**src/rtl/pipe_stage_hs_reg_pkg.sv**
```systemverilog
// Shared definitions for the handshaked inter-stage pipeline register:
// state encoding and the default ID/EX payload packing used to build bubble masks.
package pipe_stage_hs_reg_pkg;

    typedef enum logic [1:0] {
        ST_EMPTY = 2'd0,
        ST_BUSY  = 2'd1,
        ST_FULL  = 2'd2
    } state_e;

    // Default ID/EX packing of the 256-bit stage payload, LSB first.
    localparam int IDEX_W         = 256;
    localparam int IDEX_PC_LSB    = 0;
    localparam int IDEX_PC_W      = 32;
    localparam int IDEX_INSTR_LSB = 32;
    localparam int IDEX_INSTR_W   = 32;
    localparam int IDEX_IMM_LSB   = 64;
    localparam int IDEX_IMM_W     = 32;
    localparam int IDEX_RS1_LSB   = 96;
    localparam int IDEX_RS1_W     = 5;
    localparam int IDEX_RS2_LSB   = 101;
    localparam int IDEX_RS2_W     = 5;
    localparam int IDEX_RD_LSB    = 106;
    localparam int IDEX_RD_W      = 5;
    localparam int IDEX_WBEN_LSB  = 111;
    localparam int IDEX_WBEN_W    = 1;
    localparam int IDEX_CTRL_LSB  = 112;
    localparam int IDEX_CTRL_W    = 144;

    function automatic logic [IDEX_W-1:0] field_mask(input int lsb, input int width);
        logic [IDEX_W-1:0] m;
        m = {IDEX_W{1'b0}};
        for (int i = 0; i < IDEX_W; i++) begin
            if ((i >= lsb) && (i < lsb + width)) begin
                m[i] = 1'b1;
            end else begin
                m[i] = 1'b0;
            end
        end
        return m;
    endfunction

    // A bubble only needs pc, instr and wben zeroed to decode as a harmless NOP.
    localparam logic [IDEX_W-1:0] IDEX_BUBBLE_MASK =
        field_mask(IDEX_PC_LSB,    IDEX_PC_W)    |
        field_mask(IDEX_INSTR_LSB, IDEX_INSTR_W) |
        field_mask(IDEX_WBEN_LSB,  IDEX_WBEN_W);

endpackage

```
**src/rtl/pipe_stage_hs_reg_sat_counter.sv**
```systemverilog
// Saturating event counter with synchronous clear; clear wins over increment.
module pipe_stage_hs_reg_sat_counter #(
    parameter int WIDTH = 32
) (
    input  logic             clk,
    input  logic             rst_n,
    input  logic             inc_i,
    input  logic             clr_i,
    output logic [WIDTH-1:0] cnt_o
);

    logic [WIDTH-1:0] cnt_q;
    logic [WIDTH-1:0] cnt_d;

    // next count: clear, saturating increment, or hold
    always_comb begin
        cnt_d = cnt_q;
        if (clr_i) begin
            cnt_d = {WIDTH{1'b0}};
        end else if (inc_i && (cnt_q != {WIDTH{1'b1}})) begin
            cnt_d = cnt_q + {{(WIDTH-1){1'b0}}, 1'b1};
        end else begin
            cnt_d = cnt_q;
        end
    end

    // count register
    always_ff @(posedge clk or negedge rst_n) begin
        if (!rst_n) begin
            cnt_q <= {WIDTH{1'b0}};
        end else begin
            cnt_q <= cnt_d;
        end
    end

    assign cnt_o = cnt_q;

endmodule

```
**src/rtl/pipe_stage_hs_reg.sv**
```systemverilog
// Valid/ready pipeline stage register with optional 2-entry skid buffer,
// flush, bubble masking and a saturating backpressure counter.
module pipe_stage_hs_reg
    import pipe_stage_hs_reg_pkg::*;
#(
    parameter int                   PAYLOAD_W   = 256,
    parameter int                   SKID        = 1,
    parameter logic [PAYLOAD_W-1:0] BUBBLE_MASK = {PAYLOAD_W{1'b1}},
    parameter int                   STALL_CNT_W = 32
) (
    input  logic                   clk,
    input  logic                   rst_n,
    input  logic                   in_valid_i,
    output logic                   in_ready_o,
    input  logic [PAYLOAD_W-1:0]   in_data_i,
    output logic                   out_valid_o,
    input  logic                   out_ready_i,
    output logic [PAYLOAD_W-1:0]   out_data_o,
    input  logic                   flush_i,
    output logic [1:0]             occ_o,
    input  logic                   cnt_clr_i,
    output logic [STALL_CNT_W-1:0] stall_cnt_o
);

    state_e               state_q;
    state_e               state_d;
    state_e               state_nom;
    logic [PAYLOAD_W-1:0] main_q;
    logic [PAYLOAD_W-1:0] main_d;
    logic [PAYLOAD_W-1:0] main_nom;
    logic [PAYLOAD_W-1:0] skid_q;
    logic [PAYLOAD_W-1:0] skid_d;
    logic [PAYLOAD_W-1:0] skid_nom;
    logic                 in_ready;
    logic                 out_valid;
    logic                 in_fire;
    logic                 out_fire;

    assign out_valid = (state_q != ST_EMPTY);
    assign in_fire   = in_valid_i & in_ready;
    assign out_fire  = out_valid & out_ready_i;

    // handshake FSM: where the next beat lands and which entry drains
    always_comb begin
        state_nom = state_q;
        main_nom  = main_q;
        skid_nom  = skid_q;
        case (state_q)
            ST_EMPTY: begin
                if (in_fire) begin
                    state_nom = ST_BUSY;
                    main_nom  = in_data_i;
                end else begin
                    state_nom = ST_EMPTY;
                end
            end
            ST_BUSY: begin
                if (in_fire && out_fire) begin
                    state_nom = ST_BUSY;
                    main_nom  = in_data_i;
                end else if (in_fire && (SKID != 0)) begin
                    state_nom = ST_FULL;
                    skid_nom  = in_data_i;
                end else if (out_fire) begin
                    state_nom = ST_EMPTY;
                end else begin
                    state_nom = ST_BUSY;
                end
            end
            ST_FULL: begin
                if (out_fire) begin
                    state_nom = ST_BUSY;
                    main_nom  = skid_q;
                end else begin
                    state_nom = ST_FULL;
                end
            end
            default: begin
                state_nom = ST_EMPTY;
            end
        endcase
    end

    // Flush empties the stage and drops any same-cycle beat; data regs keep
    // their contents because the bubble mask hides them.
    assign state_d = flush_i ? ST_EMPTY : state_nom;
    assign main_d  = flush_i ? main_q   : main_nom;
    assign skid_d  = flush_i ? skid_q   : skid_nom;

    // state and payload registers
    always_ff @(posedge clk or negedge rst_n) begin
        if (!rst_n) begin
            state_q <= ST_EMPTY;
            main_q  <= {PAYLOAD_W{1'b0}};
            skid_q  <= {PAYLOAD_W{1'b0}};
        end else begin
            state_q <= state_d;
            main_q  <= main_d;
            skid_q  <= skid_d;
        end
    end

    generate
        if (SKID != 0) begin : g_skid
            logic ready_q;

            // registered ready: accept whenever the skid slot will be free
            always_ff @(posedge clk or negedge rst_n) begin
                if (!rst_n) begin
                    ready_q <= 1'b1;
                end else begin
                    ready_q <= (state_d != ST_FULL);
                end
            end

            assign in_ready = ready_q;
        end else begin : g_noskid
            assign in_ready = out_ready_i | ~out_valid;
        end
    endgenerate

    pipe_stage_hs_reg_sat_counter #(
        .WIDTH (STALL_CNT_W)
    ) u_stall_cnt (
        .clk   (clk),
        .rst_n (rst_n),
        .inc_i (out_valid & ~out_ready_i),
        .clr_i (cnt_clr_i),
        .cnt_o (stall_cnt_o)
    );

    assign in_ready_o  = in_ready;
    assign out_valid_o = out_valid;
    assign out_data_o  = main_q & ~(out_valid ? {PAYLOAD_W{1'b0}} : BUBBLE_MASK);
    assign occ_o       = {state_q == ST_FULL, state_q == ST_BUSY};

endmodule

```
**config.mk**
```make
export PLATFORM = sky130hd
export DESIGN_NAME = pipe_stage_hs_reg
export DESIGN_NICKNAME = d
export VERILOG_FILES = /design/src/rtl/pipe_stage_hs_reg_pkg.sv /design/src/rtl/pipe_stage_hs_reg_sat_counter.sv /design/src/rtl/pipe_stage_hs_reg.sv
export SDC_FILE = /design/constraint.sdc
export NUM_CORES = 1
export LEC_CHECK = 0
export CORE_AREA = 2 2 251 253
export DETAILED_ROUTE_END_ITERATION = 8
export DIE_AREA = 0 0 253 255
export PLACE_DENSITY = 0.66
export SLEW_MARGIN = 30
export SYNTH_ARGS = -nofsm -noshare
export SYNTH_HDL_FRONTEND = slang
export SYNTH_SLANG_ARGS = --single-unit
export TNS_END_PERCENT = 30
```
**constraint.sdc**
```tcl
create_clock -name clk -period 2.9 [get_ports clk]
set_clock_uncertainty 0.2 [all_clocks]
set_input_delay 0.58 -clock clk [delete_from_list [all_inputs] [get_ports clk]]
set_output_delay 0.58 -clock clk [all_outputs]
set_load 0.005 [all_outputs]
```
==> PnR_summary.wiki <==
{| class="wikitable"
! Metric !! Value
|-
| Run status || complete, but fails checks
|-
| Violated checks || negative setup slack
|-
| Number of remaining DRC errors || 0
|-
| Post-detailed-route count of antenna-violating nets || 0
|-
| Final non-filler cell total || 3826
|-
| IO Pins || 554
|-
| Leftover overflow at the end of global routing || 0
|-
| Clock tree from TritonCTS || done
|-
| Number of endpoints with negative hold slack in the final report || 0
|-
| Switching power total || 6.51 mW
|-
| Via total after detailed routing || 19800
|-
| Clock period minus final worst setup slack || 2.99 ns
|-
| Placed Instance Area || 0.0316 mm^2
|-
| First-pass iteration count of the detailed router || 6
|-
| FF-to-FF setup slack || 0.31 ns
|-
| Synthesized area per cell || 10.0 um^2
|-
| Slew @ Worst Pin || 0.790 ns
|-
| Via count of the first global-routing pass || 19700
|-
| Worst slack after detailed placement || 0.102 ns
|-
| Vertical die dimension || 255 um
|-
| Max-Cap Viols || 0
|-
| Worst Hold Launch || skid_q[61]
|-
| Static Leakage || 14.5 nW
|-
| Number of design-rule violations left by the first detailed-router iteration || 1100
|-
| Total design power || 24.0 mW
|-
| Fill cells || 5476
|-
| FMAX || 335 MHz
|-
| Hold Crit Class || reg2reg
|-
| Setup crit end kind || primary output
|-
| # clock sinks || 547
|-
| Worst Path Class, Setup || reg2out
|-
| Clock input transition at the sequential cells of the worst setup and hold paths || 0.06 ns
|-
| Worst reg2reg startpoint || state_q[0]
|-
| Number of buffers between clock root and the deepest sink || 3
|-
| WP data arrival || 2.21 ns
|-
| Post-route cell area || 0.0333 mm^2
|-
| Initial antenna violation count || 14
|-
| Die area || 0.0645 mm^2
|-
| Insertion delay of the later-clocked pin in the worst-skew pair || 0.60 ns
|-
| Layout overhead on the synthesized area || 35.4%
|-
| Max rail drop VDD || 509 uV
|-
| Total Wirelength || 70500 um
|-
| CTS root buffer || sky130_fd_sc_hd__clkbuf_16
|-
| Net Count, Synth || 2714
|-
| Last weighted congestion value of the routability-driven placer || 0.831
|-
| Worst Slack Setup Final || -0.0880 ns
|-
| Number of cells produced by synthesis || 2449
|-
| Horizontal die dimension || 253 um
|-
| Placed instance count || 3701
|-
| Sum of net half-perimeters after detailed placement || 48900 um
|-
| First-pass GRT wire length || 110000 um
|-
| Sequential fraction of the synthesis area || 0.556
|-
| Ratio of routed vias to standard cells || 5.18
|-
| Hold slack || 0.304 ns
|-
| Total setup violations reported at the end of the flow || 59
|-
| Slew Viols, Final || 0
|-
| Cts bufs inserted || 59
|-
| Nets || 3235
|-
| Largest area contributor in the synthesized netlist || sky130_fd_sc_hd__dfrtp_1
|-
| Initial Util || 0.396
|-
| Relative max-transition margin || 0.473
|-
| Sw Ratio || 0.271
|-
| Most frequent cells in the layout || sky130_fd_sc_hd__dfrtp_1 (546), sky130_fd_sc_hd__nand2_1 (525), sky130_fd_sc_hd__clkdlybuf4s50_1 (359)
|-
| Power share of the clock group || 0.307
|-
| Startpoint of the worst setup timing path || state_q[0]
|-
| Area share of the leading cell type in the synthesized netlist || 0.555
|-
| Setup repair after global routing missed its margin || true
|-
| Count of yosys warnings during synthesis || 0
|-
| Most frequent standard cell in the layout excluding fill and tap cells || sky130_fd_sc_hd__dfrtp_1
|-
| Main area contributors after synthesis || sky130_fd_sc_hd__dfrtp_1 (56%), sky130_fd_sc_hd__mux2_2 (12%), sky130_fd_sc_hd__nand2_1 (8.0%)
|-
| Number of input and output port buffers inserted || 553
|-
| Required time of the worst setup path || 2.12 ns
|-
| Cell internal power dissipation || 17.5 mW
|-
| Fin crit share || 1.03
|-
| Post-synthesis register bit count || 547
|-
| Area of the mapped netlist || 0.0246 mm^2
|-
| Total power divided by cell area || 720 mW/mm^2
|-
| Wire length per cell after detailed routing || 18.4 um
|-
| Share of power burned in registers || 0.465
|-
| Comb power frac || 0.228
|-
| Global Route Usage Sum || 0.213
|-
| Count of different cell masters after synthesis || 46
|-
| Cell row count || 92
|-
| CP startpoint kind || flop
|-
| Floorplan Core Area || 0.0622 mm^2
|-
| Peak fanout along the critical path || 62
|-
| Maximum number of pins on one net before global-route repair || 154
|-
| Clock H-tree levels || 2
|-
| Share of cells above drive strength 1 || 0.172
|}
[layout make-up]
cell class,count,area (um^2),area share
Clock inverter,15,139,0.00417
Sequential cell,547,13700,0.411
Clock buffer,91,1770,0.0530
Inverter,4,22.5,0.000676
Antenna cell,12,30.0,0.000901
Tap cell,799,1000,0.0300
Timing Repair Buffer,640,6460,0.194
Multi-Input combinational cell,1718,10200,0.307
[worst max-delay path, stage by stage, from the launching register on]
cell and delay [ns]:
sky130_fd_sc_hd__dfrtp_1 0.38, sky130_fd_sc_hd__or2_4 0.31, sky130_fd_sc_hd__buf_12 0.20, sky130_fd_sc_hd__and2_1 0.18, sky130_fd_sc_hd__clkdlybuf4s50_1 0.51
[flip-flops by register name, summed over array words and instances, names as in the netlist]
register	cells
in_ready_o	1
state_q	2
u_stall_cnt.cnt_o	32
skid_q	256
main_q	256
[cells in the mapped netlist, drive strengths merged]
cell type  number
a21boi          1
a21o            1
a21oi          26
a31oi         256
and2          257
and3            5
and4            2
buf            50
clkbuf        130
clkinv          1
dfrtp         546
dfstp           1
ha              3
inv             3
mux2          263
nand2         525
nand2b          2
nand3          14
nand3b          2
nand4          16
nand4b          1
nor2          272
nor2b           7
nor3            4
nor3b           1
nor4            8
nor4b           1
o211ai          1
o21ai          16
o21ba           1
o31ai           8
or2             1
or3            16
or4             7
xor2            1
[worst paths after layout]
path                                        end  cells past startpoint
max in group asynchronous           main_q[212]                      3
min in group asynchronous           skid_q[133]                      2
worst min-delay path                 skid_q[61]                      1
worst max-delay path            out_data_o[208]                      4
worst min register to register       skid_q[61]                      1
worst max register to register      skid_q[178]                     10
[power groups by stage]
stage	combinational, mW	sequential [mW]	clock (mW)
3_5_place_dp	5.74	11.3	0
2_1_floorplan	3.19	10.9	0
3_3_place_gp	5.56	11.1	0
5_1_grt	6.04	11.4	7.84
6_report	5.47	11.2	7.36
4_1_cts	5.51	11.1	7.54
[routing by layer]
layer | vias to the layer above | part of all wire | GRT usage
met5 | - | 0.00048 | 0
met4 | 6 | 0.037 | 0.0842
met3 | 161 | 0.070 | 0.0549
met2 | 567 | 0.49 | 0.358
met1 | 9775 | 0.40 | 0.261
li1 | 9303 | - | -
[kinds of logic (layout without fill, tap and decap cells)]
family / count (synthesis) / after routing / share of synthesized area
xor gates and xnor gates: 1 / 1 / 0.000356
DFF: 547 / 547 / 0.556
and+or+nand+nor: 1141 / 1141 / 0.212
other: 0 / 12 / 0
muxes: 263 / 263 / 0.121
AOI/OAI and AO/OA: 310 / 310 / 0.0776
adders and majority gates: 3 / 3 / 0.00153
buffers and inverters: 184 / 750 / 0.0311
[stage by stage]
stage / setup TNS, ns / utilization
4_1_cts: -5.03 / 0.536
5_1_grt: -8.03 / 0.536
3_3_place_gp: 0 / 0.508
3_5_place_dp: 0 / 0.508
2_1_floorplan: 0 / -
6_report: -1.65 / 0.536
[what timing repair did]
action / CTS / global route
gates cloned: 0 / 1
hold buffers: 1 / 0
endpoints found under the hold margin: 56 / 0
resized for setup: 239 / 169
pin swaps: 2 / 1
setup buffers: 2 / 3
endpoints found under the setup margin: 251 / 115
Note: power is estimated with default switching activity, not from simulation.
